--- config.mk ---
export PLATFORM = sky130hd
export DESIGN_NAME = pipeline_stage_reg
export DESIGN_NICKNAME = d
export VERILOG_FILES = /design/src/rtl/pipeline_stage_reg.sv
export SDC_FILE = /design/constraint.sdc
export NUM_CORES = 1
export LEC_CHECK = 0
export CORE_UTILIZATION = 25
export CTS_CLUSTER_DIAMETER = 30
export DETAILED_ROUTE_END_ITERATION = 8
export PLACE_DENSITY = 0.59
export SLEW_MARGIN = 30
export SYNTH_ARGS = -nofsm -noshare
export SYNTH_HDL_FRONTEND = slang
export SYNTH_SLANG_ARGS = --single-unit
--- constraint.sdc ---
create_clock -name clk -period 2.7 [get_ports clk]
set_clock_uncertainty 0.2 [all_clocks]
set_input_delay 0.81 -clock clk [delete_from_list [all_inputs] [get_ports clk]]
set_output_delay 0.81 -clock clk [all_outputs]
set_load 0.01 [all_outputs]
--- src/rtl/pipeline_stage_reg.sv ---
// Pipeline stage register with flush, hold, a counted squash window and bubble statistics.
// Ports:
//   clk, reset
//     Clock and synchronous active-high reset.
//   hold, flush
//     Freeze the stage contents, or replace them with a bubble.
//   squash_load, squash_cnt_in
//     Arm the squash counter with the number of captures to discard.
//   valid_in, data_in, ctrl_in
//     Upstream entry.
//   valid_out, data_out, ctrl_out
//     Registered entry.
//   squash_remaining, squash_pending
//     Current squash count, and a flag that is high while it is non-zero.
//   bubble_cnt
//     Saturating count of the edges on which a bubble was inserted.
module pipeline_stage_reg #(
   parameter int DATA_W     = 64,
   parameter int CTRL_W     = 16,
   parameter int SQUASH_MAX = 3,
   parameter int CNT_W      = 16,
   localparam int SQ_W      = $clog2(SQUASH_MAX + 1)
) (
   input  logic              clk,
   input  logic              reset,
   input  logic              hold,
   input  logic              flush,
   input  logic              squash_load,
   input  logic [SQ_W-1:0]   squash_cnt_in,
   input  logic              valid_in,
   input  logic [DATA_W-1:0] data_in,
   input  logic [CTRL_W-1:0] ctrl_in,
   output logic              valid_out,
   output logic [DATA_W-1:0] data_out,
   output logic [CTRL_W-1:0] ctrl_out,
   output logic [SQ_W-1:0]   squash_remaining,
   output logic              squash_pending,
   output logic [CNT_W-1:0]  bubble_cnt
);

   localparam logic [SQ_W-1:0] SQ_MAX_V = SQ_W'(SQUASH_MAX);

   logic              valid_q, valid_d;
   logic [DATA_W-1:0] data_q, data_d;
   logic [CTRL_W-1:0] ctrl_q, ctrl_d;
   logic [SQ_W-1:0]   sq_rem_q, sq_rem_d;
   logic [CNT_W-1:0]  bub_q, bub_d;

   logic              squash_act;
   logic              bubble_act;
   logic [SQ_W-1:0]   sq_load_val;

   // The edge action is chosen from the pre-edge counter value.
   assign squash_act = !flush && !hold && (sq_rem_q != '0);
   assign bubble_act = flush || squash_act;

   // The load value is clamped to the largest armable count.
   assign sq_load_val = (squash_cnt_in > SQ_MAX_V) ? SQ_MAX_V
                                                   : squash_cnt_in;

   always_comb begin
      valid_d  = valid_q;
      data_d   = data_q;
      ctrl_d   = ctrl_q;
      sq_rem_d = sq_rem_q;
      bub_d    = bub_q;

      if (bubble_act) begin
         valid_d = 1'b0;
         data_d  = '0;
         ctrl_d  = '0;
      end else if (!hold) begin
         valid_d = valid_in;
         data_d  = data_in;
         ctrl_d  = ctrl_in;
      end

      if (squash_act) begin
         sq_rem_d = sq_rem_q - SQ_W'(1);
      end

      // A load wins over both the decrement and a hold on the same edge.
      if (squash_load) begin
         sq_rem_d = sq_load_val;
      end

      if (bubble_act && (bub_q != '1)) begin
         bub_d = bub_q + CNT_W'(1);
      end
   end

   always_ff @(posedge clk) begin
      if (reset) begin
         valid_q  <= 1'b0;
         data_q   <= '0;
         ctrl_q   <= '0;
         sq_rem_q <= '0;
         bub_q    <= '0;
      end else begin
         valid_q  <= valid_d;
         data_q   <= data_d;
         ctrl_q   <= ctrl_d;
         sq_rem_q <= sq_rem_d;
         bub_q    <= bub_d;
      end
   end

   assign valid_out        = valid_q;
   assign data_out         = data_q;
   assign ctrl_out         = ctrl_q;
   assign squash_remaining = sq_rem_q;
   assign squash_pending   = (sq_rem_q != '0);
   assign bubble_cnt       = bub_q;

endmodule

==> metrics.txt, run 1 <==
Vias 3393; CP Data Arrival Time roughly 1400 ps; WP data required about 1700 ps; Post-synth ARST share 0; Slowest cell on crit path clkdlybuf4s50_1; htree depth 3; drt first pass iters 4; # fillers approximately 1400; Initial Utilization 0.2604; final worst slack 295.9 ps; clk slew on worst S/H paths about 60 ps; area of the multi-input gates 1742 um2; placed cell count approximately 740; share of cells above drive strength 1 0.06993; final instance area ~6300 um2; Post-Synthesis Cells ~380; yosys warns 0; EDFF count, synth 0; Setup TNS Final 0 ps; later-pin clock latency in the skew report around 340 ps; number of max-cap violations 0; metal2 WL 5206 um; Crit Path Max Fanout 8; Post-Syn Area per Cell 10.09 um2; cell taking the most area after synthesis dfxtp_1; Hold Fails Final Rpt 0; post-synthesis register bit count 99; number of global-route vias before repair approximately 3400; CTS tree done; maximum VDD drop approximately 0.27 mV; worst hold path depth 2; Detailed Route WL roughly 11000 um; FF-to-FF setup slack 380 ps; Top Ports 188; met3 wire length between 600 and 700 um; DRC 0; CTS root buf clkbuf_16; syn nets between 400 and 500; minimum clock period 2404 ps; Die H between 100 and 150 um; port bufs ~190; Worst Path Buf+Inv 1; cells taking the most area after synthesis dfxtp_1 52%, mux2i_1 22%, nor2_1 9.1%, mux2_2 2.6%, nor2b_1 1.5%; Min-Delay Endpoint ctrl_out[11]; Post-DP HPWL roughly 7700 um; Final Cycle Share 0.8904; HP Class flip-flop to flip-flop; Mapped Area 3842 um2; Syn-to-layout area delta 63.89%; Hold Startpoint ctrl_out[11]; startpoint types flip-flop; Tot GR Track Use 0.1348; routability cong. between 0.7 and 0.8; Yosys cell types 35; RR Startpoint bubble_cnt[0]; Detailed Route Iter0 Violations 98; Max stage delay on crit path between 500 and 600 ps; antenna violations before repair 0; area occupied by registers roughly 2000 um2; crit path kind flip-flop to output port; most frequent cell after synthesis dfxtp_1; via/cell ratio 4.488; Die Area roughly 16000 um2; Highest Signal Layer met4; Hold-fix buffers, CTS 0; post-synth top area share 0.5158; total grt overflow 0; CP delay by family, top buffers and inverters; largest net degree at the start of global routing between 70 and 80; P_leak 2.524 nW; ANT nets after route 0; outcome finished, final reports clean; pre-CTS WS around 34 ps; Post-DP Area 5986 um2; worst slew pin tran about 520 ps; worst r2r path cells 5; Post-layout nets between 600 and 700; Chip Width 126.0 um; most common library cells after synthesis 99 x dfxtp_1, 93 x nor2_1, 83 x mux2i_1; Synth Flop Type dfxtp_1; Finished Layout Cells around 760; first-pass GRT wire length approximately 17000 um; cts bufs inserted 9; Critical Path, Cell by Cell clkdlybuf4s50_1; pwr/cell area about 530 nW/um2; post-DR wirelength/cell about 14 um; diode count 0; pins over their slew limit 0; Slew HR 0.6556; clock buffer depth 2; area of the core between 10000 and 15000 um2; final-report setup violation count 0; row count between 40 and 50; RR Endpoint bubble_cnt[11]; sequential area share after synthesis 0.5158; CP Depth 1; CP Capture Type output port; Routed met1 length ~4500 um; clock sink count 99; fmax ~420 MHz; RSZ-0062 raised after global routing no
[cells by family after synthesis]
group / share of synthesized area
buffers and inverters: 0.03159
DFF: 0.5158
adders and majority gates: 0.006511
muxes: 0.2426
and+or+nand+nor: 0.1524
xor gates and xnor gates: 0.002280
AOI/OAI and AO/OA: 0.04885
[timing repair]
item                                    in CTS  in global routing
setup buffers                                0                  0
resized for setup                            0                  1
endpoints found under the setup margin       0                  1
[where the power goes]
group	total, mW	switching [mW]	leakage (nW)	internal [mW]
combinational	0.450	0.171	1.57	0.279
clock	1.34	0.529	0.146	0.809
sequential	1.53	0.0267	0.804	1.51
[through the flow]
step | hold WS (ps) | util | total power, mW
floorplan | 302.5 | - | 1.746
global placement | 273.8 | 0.4057 | 2.011
detailed placement | 283.6 | 0.4057 | 2.021
CTS | 297.7 | 0.4266 | 3.387
global route | 326.2 | 0.4268 | 3.479
finish | 294.2 | 0.4268 | 3.320
[cell usage in the layout (no fill, tap or decap), types with 6 or more instances in the layout]
master             n
a21oi_1            8
buf_4              9
clkbuf_16          9
clkdlybuf4s50_1  185
dfxtp_1           99
inv_1              6
mux2_2             9
mux2i_1           83
nand2_1            9
nor2_1            93
nor2b_1            9
[area by class of cell]
type,instances,share of cell area
Tap cell,184,0.03656
Inverter,6,0.003576
Timing Repair Buffer,199,0.3195
Clock inverter,4,0.01212
Sequential cell,99,0.3147
Multi-Input combinational cell,253,0.2766
Clock buffer,11,0.03696
[per-layer routing]
layer | vias to the layer above | GRT usage
li1 | 1670 | -
met1 | 1583 | 0.1577
met2 | 129 | 0.2350
met3 | 11 | 0.03993
met4 | 0 | 0.04394
met5 | - | 0
[worst register-to-register path, cell delays in order, from the launching register on]
cell       delay, ps
dfxtp_1          360
ha_1             260
and4_1           230
and2_1           300
a2111oi_0        480
mux2_2           380
[state kept, by name (all words and copies together) (netlist names)]
name              count
data_out             64
bubble_cnt           16
ctrl_out             16
squash_remaining      2
valid_out             1
[how the worst max path moves through the flow]
| stage | startpoint | end |
|---|---|---|
| 4_1_cts | squash_remaining[1] | squash_pending |
| 5_1_grt | bubble_cnt[0] | bubble_cnt[11] |
| 3_5_place_dp | flush | bubble_cnt[14] |
| 3_3_place_gp | flush | bubble_cnt[14] |
| 6_report | bubble_cnt[6] | bubble_cnt[6] |
| 2_1_floorplan | hold | bubble_cnt[11] |
Note: power is estimated with default switching activity, not from simulation.
==> run 2: changes to the inputs <==
Settings changed: PLACE_DENSITY 0.59 to 0.61.
Clock period 2.7 ns to 2.1 ns, I/O delays scaled along.
==> run 2 against run 1 <==
Net effect: cell count grew 1.6%; utilization increased by 1.2 points; die area stayed put; wire length rose by 0.99%; sequential cell count unchanged; total power grew 26%; count of clock-buffer cells in the layout is 1 lower; critical path type unchanged.
==> metrics.txt, run 2 (synthesized netlist as in run 1, its figures left out) <==
Die Area 15870 um2 (unchanged); Syn-to-layout area delta 68.38%; Crit Path Max Fanout 2 (-6); port bufs 187 (unchanged); met3 Use GR 0.03356 (-0.006372); area occupied by registers 1993 um2 (+0.57%); pins over their slew limit 0 (unchanged); most common cell after layout, fill and taps aside clkdlybuf4s50_1; routability cong. 0.7590 (+3.7%); final instance area 6470 um2 (+2.7%); Post-DP Area 6052 um2 (+1.1%); HP Class flip-flop to flip-flop; Combinational Power Share 0.140 (+0.004); Die H 126.0 um (unchanged); leading cell types in the layout, fill and taps excluded 137 x clkdlybuf4s50_1, 93 x nor2_1, 90 x dfxtp_1; largest net degree at the start of global routing 54 (-24%); Detailed Route WL 10650 um (+0.99%); Chip Width 126.0 um (unchanged); Net Switching 0.9772 mW (+34%); Slew HR 0.6275 (-0.02813); # fillers 1397 (-2.9%); clock share of power 0.392 (-0.011); ANT nets after route 0 (unchanged); CP delay by family, top buffers and inverters; later-pin clock latency in the skew report 340 ps (about the same); global route hottest layer met2; Vias 3406 (+0.38%); crit path kind flip-flop to output port; Detailed Route Iter0 Violations 116 (+18%); first-pass GRT wire length 17030 um (-1.0%); Initial Utilization 0.2604 (unchanged); final-report setup violation count 0 (unchanged); clock buffer depth 2 (unchanged); Worst Path Buf+Inv 1 (unchanged); diode count 0 (unchanged); outcome finished, final reports clean; Top Ports 188 (unchanged); Overall Power 4.195 mW (+26%); fmax ~500 MHz; cts bufs inserted 9 (unchanged); Max stage delay on crit path 550 ps (-40 ps); share of cells above drive strength 1 0.1216 (+0.05165); worst slew pin tran 558.8 ps (+42.20 ps); Hold-fix buffers, CTS 0 (unchanged); maximum VDD drop 0.4226 mV (+57%); CP Capture Type output port; Post-layout nets 669 (+1.7%); cell internal pwr 3.218 mW (+24%); P_leak 3.161 nW (+25%); Tot GR Track Use 0.1356 (+0.0007890); number of global-route vias before repair 3427 (-0.38%); htree depth 3 (unchanged); area of the multi-input gates 1808 um2 (+3.8%); minimum clock period just over 2000 ps; CTS root buf clkbuf_16; CP Data Arrival Time 1230 ps (-160 ps); DRC 0 (unchanged); post-DR wirelength/cell 13.87 um (-0.59%); Critical Path, Cell by Cell clkdlybuf4s50_1; met1 Usage GRT 0.1600 (+0.002216); row count 44 (unchanged); area of the core 14750 um2 (unchanged); pwr/cell area 648.3 nW/um2 (+23%); clock sink count 99 (unchanged); Slowest cell on crit path clkdlybuf4s50_1; clk slew on worst S/H paths 70 ps (about the same); number of max-cap violations 0 (unchanged); Final Cycle Share 0.9794; drt first pass iters 4 (unchanged); CTS tree done; Hold Fails Final Rpt 0 (unchanged); Largest register FFs 64 (unchanged); total grt overflow 0 (unchanged); startpoint types flip-flop; met2 Use GR 0.2340 (-0.0009750); via/cell ratio 4.435 (-1.2%); switching share of total power 0.2330 (+0.01403); Post-DP HPWL 7760 um (+0.99%); Flop pwr share 0.468 (+0.007); antenna violations before repair 0 (unchanged); WP data required 1270 ps (-420 ps)
==> run 2: changes by cell type in the layout (fill, tap and decap cells not counted), moves of 2 or more <==
cell	change
dfxtp_1	-9
nand3_1	-2
dfxtp_2	+9
buf_4	+12
dlymetal6s2s_1	+28
clkdlybuf4s50_1	-48
clkinv_2	+2
a2111oi_0	-2
dlygate4sd2_1	+19
==> run 2: stage by stage <==
| step | setup slack (ps) | std cells | util | hold slack [ps] | setup TNS [ps] |
|---|---|---|---|---|---|
| finish | 43.25 | 768 | 0.4385 | 289.0 | 0 |
| global route | -6.116 | 768 | 0.4385 | 314.6 | -6.116 |
| CTS | 0.6545 | 768 | 0.4315 | 298.7 | 0 |
| detailed placement | -414.0 | 750 | 0.4102 | 283.6 | -10250 |
| global placement | -384.2 | 750 | 0.4102 | 273.7 | -8954 |
| floorplan | 39.68 | 381 | - | 302.5 | 0 |
==> run 2: repair_timing <==
item,CTS,global route
resized for setup,33,40
cloned,0,0
setup buffers,2,0
endpoints found under the setup margin,23,40
pin swaps,0,2
==> run 2: layout make-up <==
type                       count  area share
clock buffer                  10     0.03539
clock inverter                 6    0.009863
inverter                       6    0.003481
multi-input combinational    253      0.2794
sequential                    99      0.3081
tap                          184     0.03558
timing repair buffer         210      0.3282
==> run 2: per-layer routing <==
metal | part of all wire | routed length (um)
met5 | 0 | 0
met4 | 0.019 | 200
met3 | 0.056 | 593
met2 | 0.49 | 5247
met1 | 0.43 | 4608
==> run 2: worst reg2reg max path, cell delays in order (launching register included) <==
cell and delay [ps]:
dfxtp_1 350, ha_1 210, and4_1 230, buf_4 130, nand3_2 100, or4_1 510
a21oi_1 160
==> run 2: power by group through the flow <==
stage | Combinational (mW) | Sequential [mW] | Clock, mW
floorplan | 0.210 | 2.04 | 0
global placement | 0.586 | 2.00 | 0
detailed placement | 0.594 | 2.01 | 0
CTS | 0.600 | 1.97 | 1.71
global route | 0.636 | 1.97 | 1.80
finish | 0.586 | 1.96 | 1.64
==> run 2: path summary, 6_finish.rpt <==
| kind | cells after the start | from | slack [ps] | endpoint |
|---|---|---|---|---|
| worst max-delay path | 1 | data_out[42] | 40 | data_out[42] |
| worst min register to register | 2 | data_out[9] | 290 | data_out[9] |
| worst max register to register | 6 | bubble_cnt[1] | 150 | bubble_cnt[14] |
| worst min-delay path | 2 | data_out[9] | 290 | data_out[9] |
==> run 3: changes to the inputs <==
Settings changed: MAX_ROUTING_LAYER set to met4.
==> run 3 against run 2 <==
Net effect: register-to-register slack barely moved; critical path type unchanged; cell area barely moved; via count fell by 0.35%; count of clock-buffer cells in the layout did not move; utilization barely moved; die area did not move; global-route usage rose by 0.41 points; sequential cell count did not move.
==> metrics.txt, run 3 (synthesized netlist as in run 1, its figures left out) <==
outcome finished, final reports clean; diode count 0 (unchanged); Detailed Route WL 10660 um (+0.10%); met2 Use GR 0.2343 (+0.0003250); met1 Usage GRT 0.1600 (unchanged); Largest register FFs 64 (unchanged); area of the core 14750 um2 (unchanged); worst slew pin tran 558.1 ps (-0.7141 ps); worst hold path depth 2 (unchanged); Combinational Power Share 0.140 (about the same); Die H 126.0 um (unchanged); ANT nets after route 0 (unchanged); Die Area 15870 um2 (unchanged); later-pin clock latency in the skew report 340 ps (about the same); clock share of power 0.392 (about the same); Critical Path, Cell by Cell clkdlybuf4s50_1; Post-layout nets 669 (unchanged); CTS tree done; CP startpoint ctrl_out[9]; CTS root buf clkbuf_16; largest net degree at the start of global routing 54 (unchanged); first-pass GRT wire length 16990 um (-0.21%); Hold Fails Final Rpt 0 (unchanged); number of global-route vias before repair 3422 (-0.15%); Tot GR Track Use 0.1397 (+0.004115); CP delay by family, top buffers and inverters; clock buffer depth 2 (unchanged); Chip Width 126.0 um (unchanged); most common cell after layout, fill and taps aside clkdlybuf4s50_1; via/cell ratio 4.419 (-0.35%); htree depth 3 (unchanged); total grt overflow 0 (unchanged); RR Startpoint bubble_cnt[0]; RR Endpoint bubble_cnt[14]; Hold Startpoint data_out[9]; row count 44 (unchanged); cell internal pwr 3.219 mW (about the same); Post-DP Area 6052 um2 (unchanged); Worst Path Buf+Inv 1 (unchanged); post-DR wirelength/cell 13.88 um (+0.10%); leading cell types in the layout, fill and taps excluded 137 x clkdlybuf4s50_1, 93 x nor2_1, 90 x dfxtp_1; Vias 3394 (-0.35%); met3 Use GR 0.03314 (-0.0004248); CP Data Arrival Time 1230 ps (about the same); CP Capture Type output port; WP data required 1270 ps (about the same); Crit Path Max Fanout 2 (unchanged); Max stage delay on crit path 560 ps (about the same); cts bufs inserted 9 (unchanged); drt first pass iters 4 (unchanged); Top Ports 188 (unchanged); DRC 0 (unchanged); clk slew on worst S/H paths 70 ps (about the same); Slew HR 0.6279 (about the same); HP Class flip-flop to flip-flop; Initial Utilization 0.2604 (unchanged); Post-DP HPWL 7760 um (unchanged); CP Depth 1 (unchanged); Syn-to-layout area delta 68.51% (about the same); Min-Delay Endpoint data_out[9]; crit path kind flip-flop to output port; Slowest cell on crit path clkdlybuf4s50_1; port bufs 187 (unchanged); antenna violations before repair 0 (unchanged); final instance area 6475 um2 (about the same); Detailed Route Iter0 Violations 110 (-5.2%); minimum clock period 2058 ps (+0.8181 ps); Net Switching 0.9816 mW (+0.46%); pins over their slew limit 0 (unchanged); worst r2r path cells 6 (unchanged); number of max-cap violations 0 (unchanged); Final Cycle Share 0.9798 (about the same); fmax 486.0 MHz (about the same); P_leak 3.161 nW (about the same); FF-to-FF setup slack 150 ps (about the same); clock sink count 99 (unchanged); Flop pwr share 0.468 (about the same); global route hottest layer met2; Hold Slack 288.9 ps (-0.02300 ps); final-report setup violation count 0 (unchanged); share of cells above drive strength 1 0.1199 (-0.001712); switching share of total power 0.2337 (+0.0007472); pwr/cell area 648.7 nW/um2 (about the same); startpoint types flip-flop; maximum VDD drop 0.4228 mV (about the same); routability cong. 0.7689 (+1.3%)
run 3: cell types whose count changed in the layout (fill, tap and decap cells not counted):
cell and delta:
clkbuf_2 -1, clkdlybuf4s15_1 +1
run 3: worst max path at each step:
stage               slack [ps]              to
global placement          -380  bubble_cnt[11]
detailed placement        -410  bubble_cnt[11]
floorplan                   40   bubble_cnt[0]
global route                -6  bubble_cnt[15]
finish                      40     ctrl_out[9]
CTS                        0.7    data_out[40]
run 3: repair_timing:
action,in CTS,in global routing
endpoints found under the setup margin,23,40
pin swaps,0,2
resized for setup,33,39
hold buffers,0,0
setup buffers,2,0
run 3: stage by stage:
stage / util / cells / power [mW] / worst slack, ps / TNS, ps
after floorplan: - / 381 / 2.246 / 39.68 / 0
after global placement: 0.4102 / 750 / 2.591 / -384.2 / -8954
after detailed placement: 0.4102 / 750 / 2.603 / -414.0 / -10250
after CTS: 0.4315 / 768 / 4.271 / 0.6545 / 0
after global routing: 0.4389 / 768 / 4.404 / -6.136 / -6.136
final: 0.4389 / 768 / 4.200 / 42.43 / 0
run 3: area by class of cell:
| type | count | area [um2] |
|---|---|---|
| Fill cell | 1396 | 8279 |
| Sequential cell | 99 | 1993 |
| Clock buffer | 10 | 229.0 |
| Timing Repair Buffer | 210 | 2128 |
| Inverter | 6 | 22.52 |
| Tap cell | 184 | 230.2 |
| Clock inverter | 6 | 63.81 |
| Multi-Input combinational cell | 253 | 1808 |
run 3: power groups by stage:
| stage | combinational (mW) | clock [mW] | sequential (mW) |
|---|---|---|---|
| after global placement | 0.586 | 0 | 2.00 |
| after global routing | 0.637 | 1.80 | 1.97 |
| after detailed placement | 0.594 | 0 | 2.01 |
| after CTS | 0.600 | 1.71 | 1.97 |
| final | 0.587 | 1.65 | 1.96 |
| after floorplan | 0.210 | 0 | 2.04 |
run 3: routing by layer:
layer  vias up  wire [um]  share of wire
met3        15        642          0.060
met2       117       5227           0.49
met4         0        180          0.017
met1      1570       4611           0.43
met5         -          0              0
li1       1692          -              -
